File: src/rtl/fifo_word_reader.sv
// Read-side consumer for the FIFO_final byte FIFO: packs WORD_BYTES bytes (first byte in LSBs)
// into a word offered via valid/ready. Define WORD_XOR_CHECK_EN to add the word_xor output.
module fifo_word_reader #(
    parameter int DATA_WIDTH = 8,
    parameter int WORD_BYTES = 4,
    parameter int CNT_W      = 3
) (
    input  logic                             clk,
    input  logic                             rst_n,
    input  logic [DATA_WIDTH-1:0]            fifo_data,
    input  logic                             fifo_valid,
    input  logic                             fifo_empty,
    input  logic                             fifo_underflow,
    output logic                             rd_en,
    input  logic                             flush,
    output logic [DATA_WIDTH*WORD_BYTES-1:0] word_out,
    output logic [WORD_BYTES-1:0]            word_mask,
    output logic                             word_valid,
    input  logic                             word_ready,
    output logic [CNT_W-1:0]                 byte_cnt,
    output logic                             err_underflow
`ifdef WORD_XOR_CHECK_EN
    ,
    output logic [DATA_WIDTH-1:0]            word_xor
`endif
);

    typedef enum logic {
        FILL,
        HOLD
    } state_t;

    localparam logic [CNT_W-1:0] FULL_CNT = CNT_W'(WORD_BYTES);
    localparam logic [CNT_W-1:0] LAST_CNT = CNT_W'(WORD_BYTES - 1);

    state_t           state, state_next;
    logic [CNT_W-1:0] req_cnt;
    logic             flush_pend;
    logic             outstanding;
    logic             capture;
    logic             stray;
    logic             word_done;
    logic             flush_fire;
    logic             handshake;

    always_comb begin
        outstanding = (req_cnt != byte_cnt);
        capture     = (state == FILL) && fifo_valid && outstanding;
        stray       = fifo_valid && !capture;
        word_done   = capture && (byte_cnt == LAST_CNT);
        flush_fire  = (state == FILL) && flush_pend && !outstanding;
        word_valid  = (state == HOLD);
        handshake   = (state == HOLD) && word_ready;
        rd_en       = (state == FILL) && !fifo_empty && !flush_pend && (req_cnt < FULL_CNT);

        state_next = state;
        case (state)
            FILL:    if (word_done || (flush_fire && (byte_cnt != '0))) state_next = HOLD;
            HOLD:    if (word_ready) state_next = FILL;
            default: state_next = FILL;
        endcase
    end

    always_ff @(posedge clk) begin
        if (rst_n) state <= FILL;
        else       state <= state_next;
    end

    always_ff @(posedge clk) begin
        if (rst_n) begin
            word_out      <= '0;
            word_mask     <= '0;
            byte_cnt      <= '0;
            req_cnt       <= '0;
            flush_pend    <= 1'b0;
            err_underflow <= 1'b0;
`ifdef WORD_XOR_CHECK_EN
            word_xor      <= '0;
`endif
        end else begin
            if (fifo_underflow || stray) err_underflow <= 1'b1;

            if (handshake) begin
                word_out   <= '0;
                word_mask  <= '0;
                byte_cnt   <= '0;
                req_cnt    <= '0;
                flush_pend <= 1'b0;
`ifdef WORD_XOR_CHECK_EN
                word_xor   <= '0;
`endif
            end else begin
                if (rd_en) req_cnt <= req_cnt + CNT_W'(1);

                if (capture) begin
                    for (int unsigned i = 0; i < WORD_BYTES; i++) begin
                        if (byte_cnt == CNT_W'(i)) begin
                            word_out[i*DATA_WIDTH +: DATA_WIDTH] <= fifo_data;
                            word_mask[i]                         <= 1'b1;
                        end
                    end
                    byte_cnt <= byte_cnt + CNT_W'(1);
`ifdef WORD_XOR_CHECK_EN
                    word_xor <= word_xor ^ fifo_data;
`endif
                end

                // A completing capture wins over any flush, pending or arriving now.
                if (word_done || flush_fire)
                    flush_pend <= 1'b0;
                else if ((state == FILL) && flush)
                    flush_pend <= 1'b1;
            end
        end
    end

endmodule

File: config.mk
export PLATFORM = sky130hd
export DESIGN_NAME = fifo_word_reader
export DESIGN_NICKNAME = d
export VERILOG_FILES = /design/src/rtl/fifo_word_reader.sv
export SDC_FILE = /design/constraint.sdc
export NUM_CORES = 1
export LEC_CHECK = 0
export ABC_AREA = 1
export CORE_MARGIN = 4
export CORE_UTILIZATION = 46
export CTS_BUF_LIST = sky130_fd_sc_hd__clkbuf_16
export CTS_CLUSTER_DIAMETER = 60
export DETAILED_ROUTE_END_ITERATION = 8
export PLACE_DENSITY_LB_ADDON = 0.08
export SLEW_MARGIN = 20
export SYNTH_ARGS = -nofsm -noshare
export SYNTH_HDL_FRONTEND = slang
export SYNTH_SLANG_ARGS = --single-unit
export TNS_END_PERCENT = 100
File: constraint.sdc
create_clock -name clk -period 2.5 [get_ports clk]
set_input_delay 0.5 -clock clk [delete_from_list [all_inputs] [get_ports clk]]
set_output_delay 0.5 -clock clk [all_outputs]
set_load 0.05 [all_outputs]
Word-level counts from Yosys, hierarchy flattened
Cells that the tools add are included.
{ "op_classes": {"n_addsub": 2, "multipliers": 0, "n_div": 0, "n_lt_le_gt_ge": 1, "eq_ne": 4, "shifts": 0, "mux": 3, "n_bitwise": 1, "n_reduce_logical": 27} }
{ "op_table": {"columns": ["operator", "n"], "rows": [
  ["1-bit logical AND", 12],
  ["2-bit AND reduction", 4],
  ["3-bit by 1-bit adder with 3-bit output, second input constant", 2],
  ["3-bit by 2-bit == test with 1-bit output, second input constant", 2],
  ["1-bit logical NOT", 4],
  ["3-bit by 1-bit == test with 1-bit output, second input constant", 1],
  ["3-bit logical NOT", 1],
  ["1-bit logical OR", 3],
  ["3-bit < comparator, second input constant", 1],
  ["3-bit inequality test", 1],
  ["3-bit nonzero test", 1],
  ["3-bit OR reduction", 1],
  ["1-bit two-way mux", 2],
  ["1-bit one-hot mux with 2 select lines", 1],
  ["2-bit OR reduction", 1],
  ["1-bit NOT", 1]
]} }
{ "word_totals": {"reg_bits": 45, "latch_bits": 0, "ram_bits": 0, "rom_bits": 0, "inputBits": 15, "output_inout_bits": 42, "wordCells": 51, "n_memories": 0} }

Longest topological paths before layout
Gate-level depths: netlist (run 1).
{ "logic_depth": {"word_depth": 7, "mapped_depth": 8, "depth_no_buf": 8} }

Worst setup path after synthesis (run 1)
No wires, ideal clock.
{ "synth_timing": {"kind": "register to register", "startpoint": "register byte_cnt[1]", "endpoint": "register word_out[24]", "setup_ps": 132, "arrival_time_ps": 1719, "required_ps": 2368, "slack_ps": 649, "stages_incl_launch_ff": 8, "n_path_buf": 2, "synth_period_minus_slack_ps": 1851, "path_cell_list": "dfxtp_1 -> ha_1 -> ha_1 -> clkbuf_1 -> nand3_1 -> buf_2 -> nand2_1 -> a21oi_1"} }
{ "synth_via": {"elab_chain_cells": 3, "elab_cells_between_ends": 4, "classes_between": "eq/ne: 2; reduce/logical: 2"} }
{ "synth_rtl": {"columns": ["element", "line_no", "source"], "rows": [
  ["start: declaration", "20", "output logic [CNT_W-1:0] byte_cnt,"],
  ["start signal: assignment", "102", "byte_cnt <= byte_cnt + CNT_W'(1);"],
  ["3-bit inequality test", "47", "outstanding = (req_cnt != byte_cnt);"],
  ["1-bit logical AND", "48", "capture = (state == FILL) && fifo_valid && outstanding;"],
  ["2-bit AND reduction (no line) *", null, null],
  ["end signal: indexed assignment", "98", "word_out[i*DATA_WIDTH +: DATA_WIDTH] <= fifo_data;"],
  ["end: declaration", "16", "output logic [DATA_WIDTH*WORD_BYTES-1:0] word_out,"]
]} }
Every way passes the cells marked *; elsewhere a longest branch is shown, timed or not.
A chain may end at the register's enable or synchronous reset.

Worst setup path in the final report (run 1)
{ "layout_timing": {"startpoint": "register byte_cnt[1]", "endpoint": "output port byte_cnt[1]"} }
No word-level cell between the ends.

==> out/results.txt, run 1 <==
Crit path kind - flip-flop to primary output
Grt peak-use layer - met1
Fin crit share - 83.53%
DP Wirelength - 3315 um
Chip height - 71.83 um
Initial DRC count - 162
# clock sinks - 45
Fin. max-slew vios - 0
Drc violations - 0
Synth warn - 0
Post-Synthesis Cells - 237
Global-route wire length before repair - 8093 um
Crit-path max cell delay - 850 ps
WHS Path Cells - 2
Met3 GRT Util - 4.909%
Hold_buf cts - 0
Actual slew at the worst max-slew pin - 620.2 ps
Core Region - 3799 um2
Synthesized area per cell - 7.908 um2
Finished layout cell area - 2649 um2
CP Cell Sequence - clkdlybuf4s50_1
CTS clk-pin slew, worst paths - 60 ps
Slew margin rel. - 58.50%
Final Hold Vio Count - 0
CP bufs+invs - 1
Commonest non-fill, non-tap cell in the layout - clkdlybuf4s50_1
Setup TNS - 0 ps
Worst r2r src - byte_cnt[0]$_SDFFE_PP0P_
First drt pass iteration count - 4
Yosys top cell by area - dfxtp_1
Area post-placement - 2489 um2
Peak VDD IR - 0.6824 mV
Yosys reg bits - 45
Critical Path AT - 1590 ps
Outcome - complete, no violations
Leak - 0.9632 nW
Placer Congestion - 0.7989
Die footprint - 5160 um2
Total GRT Usage - 19.92%
Core Util, Final - 69.73%
R2R depth - 8
Max cap viols - 0
Initial Util - 49.34%
Critical-path top delay cell - clkdlybuf4s50_1
Post-cts resize count - 0
Met1 Resource Use GR - 30.42%
Setup violators final - 0
Input/output buffers - 56
Initial antenna violation count - 0
RSZ-0062 raised after global routing - no
Most frequent cells in the layout - clkdlybuf4s50_1, nand2_1, dfxtp_1
Post-layout min period - 2088 ps
# diodes - 0
Area growth, synth to finish - 41.32%
Grt met2 use - 25.71%
Share of cells above drive strength 1 - 6.529%
Worst Skew - 5.425 ps
Post-Syn Nets - 258
Cell family with most CP delay - buffers and inverters
Via Count - 1832
Vias in the first global route - 1631
Max H-tree Level - 2
Area contributors post-synth - dfxtp_1, a21oi_1, nand4_1
CTS buffer count - 5
Hold path start - word_mask[2]$_SDFFE_PP0P_
Via density - 5.404
Worst EP required - 2000 ps
Power density over the cells - 1040 nW/um2
Largest net degree at the start of global routing - 41
Clock Latency Late Sink - 290 ps
ANT nets after route - 0
Routed WL - 4931 um
Final Power - 0.002755 W
Setup Buffers After CTS - 0
Clock Path Buffers - 2
Distinct cells, synth - 18
RR Endpoint - word_valid$_SDFF_PP0_
Synthesized area - 1874 um2
CTS tree - built
Reg2Reg Setup Slack - 710 ps
Area share of the largest cell type after synthesis - 48.06%
Grt ovf - 0
Worst Hold Class - flip-flop to flip-flop
Avg WL per Cell - 14.55 um
Crit start category - flip-flop
Worst-path fanout max - 7
Die width - 71.83 um
Max Fclk - 478.9 MHz
Worst setup EP type - primary output
Io pins - 57
Hold path endpoint - word_mask[2]$_SDFFE_PP0P_
Sequential fraction of the synthesis area - 48.06%
Final net count - 312
Clock tree root driver cell - clkbuf_16
Site Rows - 22
state kept, by name, summed over array words and instances, names as in the netlist:
signal         flops
byte_cnt           3
err_underflow      1
flush_pend         1
req_cnt            3
word_mask          4
word_out          32
word_valid         1
final cells by class:
cell class,count,area [um2]
sequential,45,900.9
inverter,19,71.32
multi-input combinational,159,835.8
fill,324,1150
clock inverter,2,35.03
tap,48,60.06
timing repair buffer,61,620.6
clock buffer,5,125.1
routing by layer:
layer | vias to the layer above | share of wire, %
met2 | 81 | 42
met4 | 0 | 2.5
met3 | 13 | 8.7
met1 | 814 | 47
met5 | - | 0
li1 | 924 | -
per-stage QoR:
step	setup WS, ps	hold WS (ps)	instances
2_1_floorplan	648.6	462.9	237
3_3_place_gp	578.5	434.4	332
3_5_place_dp	534.0	441.2	332
4_1_cts	404.7	450.5	339
5_1_grt	362.3	474.1	339
6_report	411.8	446.0	339
worst max path at each step:
stage / from / endpoint / slack [ps] / depth (start not counted)
floorplan: byte_cnt[1]$_SDFFE_PP0P_ / word_out[24]$_SDFFE_PP0P_ / 650 / 7
global placement: fifo_empty / rd_en / 580 / 5
detailed placement: fifo_empty / rd_en / 530 / 5
CTS: word_valid$_SDFF_PP0_ / word_valid / 400 / 1
global route: byte_cnt[1]$_SDFFE_PP0P_ / byte_cnt[1] / 360 / 1
finish: byte_cnt[1]$_SDFFE_PP0P_ / byte_cnt[1] / 410 / 1
power by group:
group / internal (W) / total [W] / switching [W]
Combinational: 0.000348 / 0.00114 / 0.000788
Clock: 0.000464 / 0.000731 / 0.000267
Sequential: 0.000810 / 0.000888 / 0.0000775
Total: 0.00162 / 0.00275 / 0.00113
cell usage after synthesis:
library cell  number
xnor2_1            1
dfxtp_1           45
buf_2              5
ha_1               6
clkbuf_1           7
nor2_2             1
nand4_1           33
o21ai_0            2
a21oi_2            1
nand3_2            4
buf_4              2
a21oi_1           44
nand2_1           54
inv_1             18
nor3_1             1
nor2_1             6
nand3_1            6
clkinv_1           1
logic make-up (layout without fill, tap and decap cells):
kind of cell | after synthesis | after routing | synth area share, %
AOI/OAI and AO/OA | 47 | 47 | 12.75
xor gates and xnor gates | 1 | 1 | 0.4674
adders and majority gates | 6 | 6 | 4.005
buffers and inverters | 33 | 87 | 7.342
DFF | 45 | 45 | 48.06
and+or+nand+nor | 105 | 105 | 27.37
Power figures use the tool's default switching activity.
==> inputs of run 2 (changes only) <==
--- a/config.mk
+++ b/config.mk
@@ -7,7 +7,7 @@
 export LEC_CHECK = 0
 export ABC_AREA = 1
 export CORE_MARGIN = 4
-export CORE_UTILIZATION = 46
+export CORE_UTILIZATION = 42
 export CTS_BUF_LIST = sky130_fd_sc_hd__clkbuf_16
 export CTS_CLUSTER_DIAMETER = 60
 export DETAILED_ROUTE_END_ITERATION = 8
==> constraint.sdc (replaced) <==
create_clock -name clk -period 1.8 [get_ports clk]
set_input_delay 0.36 -clock clk [delete_from_list [all_inputs] [get_ports clk]]
set_output_delay 0.36 -clock clk [all_outputs]
set_load 0.05 [all_outputs]
==> out/results.txt, run 2 (same netlist as run 1, synthesis figures left out) <==
Outcome - complete, no violations
Global-route wire length before repair - 7907 um (-2.3%)
Setup violators final - 0 (unchanged)
Initial DRC count - 95 (-41%)
# diodes - 0 (unchanged)
Post-layout min period - 1598 ps
Grt peak-use layer - met2
Final net count - 317 (+1.6%)
Max cap viols - 0 (unchanged)
Vias in the first global route - 1683 (+3.2%)
Largest registers - word_out (32), word_mask (4)
Initial Util - 43.34% (-6.0 points)
Combinational Power Share - 41.8% (+0.6 points)
Area growth, synth to finish - 40.19%
Leak - 1.076 nW (+12%)
Worst Skew - 5.892 ps (+0.4674 ps)
Share of cells above drive strength 1 - 23.23% (+17 points)
Net switching power - 0.001610 W (+42%)
Chip height - 74.80 um (+4.1%)
DP Wirelength - 3400 um (+2.6%)
Largest net degree at the start of global routing - 31 (-24%)
Peak VDD IR - 0.8098 mV (+19%)
Seq pwr share - 31.5% (-0.7 points)
Io pins - 57 (unchanged)
Worst setup EP type - flip-flop
CTS buffer count - 5 (unchanged)
Fin crit share - 88.78%
Met1 Resource Use GR - 26.24% (-4.2 points)
Worst EP required - 2010 ps (about the same)
Hold_buf cts - 0 (unchanged)
Clock Latency Late Sink - 290 ps (about the same)
Routed WL - 4924 um (-0.14%)
Grt ovf - 0 (unchanged)
Max H-tree Level - 2 (unchanged)
Drc violations - 0 (unchanged)
# clock sinks - 45 (unchanged)
Slew margin rel. - 75.61% (+17 points)
First drt pass iteration count - 4 (unchanged)
Grt met2 use - 28.00% (+2.3 points)
Via Count - 1852 (+1.1%)
Worst Hold Class - flip-flop to flip-flop
Placer Congestion - 0.7656 (-4.2%)
Most frequent cells in the layout - nand2_1, buf_4, a21oi_1
Commonest non-fill, non-tap cell in the layout - nand2_1
Input/output buffers - 56 (unchanged)
Met3 GRT Util - 4.806% (-0.10 points)
Clock Path Buffers - 2 (unchanged)
Core Region - 4324 um2 (+14%)
Actual slew at the worst max-slew pin - 365.8 ps (-254.4 ps)
Avg WL per Cell - 14.11 um (-3.0%)
Core Util, Final - 60.76% (-9.0 points)
Crit-path max cell delay - 400 ps (-450 ps)
Area post-placement - 2444 um2 (-1.8%)
Total GRT Usage - 18.39% (-1.5 points)
CP Cell Sequence - inv_1 > ha_1 > nand2_1 > clkinv_1 > nand3_4 > nand2_1 > a21oi_1
Power share of the clock group - 26.7% (+0.2 points)
Max Fclk - 625.7 MHz
Power density over the cells - 1493 nW/um2 (+44%)
Finished layout cell area - 2628 um2 (-0.80%)
Site Rows - 24 (+9.1%)
Fin. max-slew vios - 0 (unchanged)
Die width - 74.80 um (+4.1%)
CTS clk-pin slew, worst paths - 60 ps (about the same)
RSZ-0062 raised after global routing - no
Setup ws final - 201.9 ps (-209.9 ps)
Clock tree root driver cell - clkbuf_16
Final hold slack - 446.5 ps (+0.5590 ps)
Final Hold Vio Count - 0 (unchanged)
Worst slack, placed - 1.391 ps (-532.6 ps)
ANT nets after route - 0 (unchanged)
Switching Fraction - 41.05% (-0.071 points)
Initial antenna violation count - 0 (unchanged)
Crit path kind - flip-flop to flip-flop
Most flops, register - word_out
Max FFs per register - 32 (unchanged)
Cell Int Power - 0.002312 W (+43%)
CTS tree - built
Via density - 5.307 (-1.8%)
Worst-path fanout max - 9 (+2)
Critical Path AT - 1810 ps (+220 ps)
Setup TNS - 0 ps (unchanged)
Crit start category - flip-flop
Critical-path top delay cell - dfxtp_2
Filler Cell Count - 421 (+30%)
Cell mode on critical path - nand2_1
Die footprint - 5595 um2 (+8.4%)
==> run 2: changes by cell type in the layout (fill, tap and decap cells not counted), moves of 2 or more <==
cell / change
clkdlybuf4s50_1: -41
dfxtp_2: +2
buf_4: +45
dfxtp_1: -2
==> run 2: area by class of cell <==
type	instances	area (um2)	area share, %
multi-input cells	159	848.3	32.29
well taps	52	65.06	2.476
repair buffers	66	568.0	21.62
inverters	19	71.32	2.714
clock inverters	3	46.29	1.762
clock buffers	5	125.1	4.762
flip-flops and latches	45	903.4	34.38
==> run 2: final timing paths <==
| path | end | cells past startpoint | start | slack (ps) |
|---|---|---|---|---|
| max reg2reg | word_out[2]$_SDFFE_PP0P_ | 7 | byte_cnt[0]$_SDFFE_PP0P_ | 200 |
| min reg2reg | word_mask[3]$_SDFFE_PP0P_ | 2 | word_mask[3]$_SDFFE_PP0P_ | 450 |
| max | word_out[2]$_SDFFE_PP0P_ | 7 | byte_cnt[0]$_SDFFE_PP0P_ | 200 |
| min | word_mask[3]$_SDFFE_PP0P_ | 2 | word_mask[3]$_SDFFE_PP0P_ | 450 |
==> run 2: critical path, delay by kind of cell (launching register included) <==
kind | cells | cell delay, ps
compound gates | 1 | 130
fa+ha+maj | 1 | 220
buf+inv | 2 | 370
flops | 1 | 400
simple gates | 3 | 400
==> run 2: power by group through the flow <==
| stage | sequential, W | clock, W | combinational, W |
|---|---|---|---|
| final | 0.00124 | 0.00105 | 0.00164 |
| after CTS | 0.00123 | 0.00107 | 0.00163 |
| after global placement | 0.00126 | 0 | 0.00160 |
| after detailed placement | 0.00125 | 0 | 0.00161 |
| after global routing | 0.00125 | 0.00110 | 0.00179 |
| after floorplan | 0.00161 | 0 | 0.000732 |
==> run 2: through the flow <==
step,std cells,power (W)
2_1_floorplan,237,0.002345
3_3_place_gp,341,0.002858
3_5_place_dp,341,0.002860
4_1_cts,349,0.003925
5_1_grt,349,0.004141
6_report,349,0.003922
==> run 2: per-layer routing <==
| layer | vias up | wire (um) |
|---|---|---|
| met1 | 864 | 2294 |
| met2 | 51 | 2267 |
| li1 | 932 | - |
| met3 | 5 | 303 |
| met5 | - | 0 |
| met4 | 0 | 58 |
==> run 2: repair_timing <==
action                     CTS  global route
resized for setup            0             2
setup buffers                0             0
setup endpoints to repair    0             6
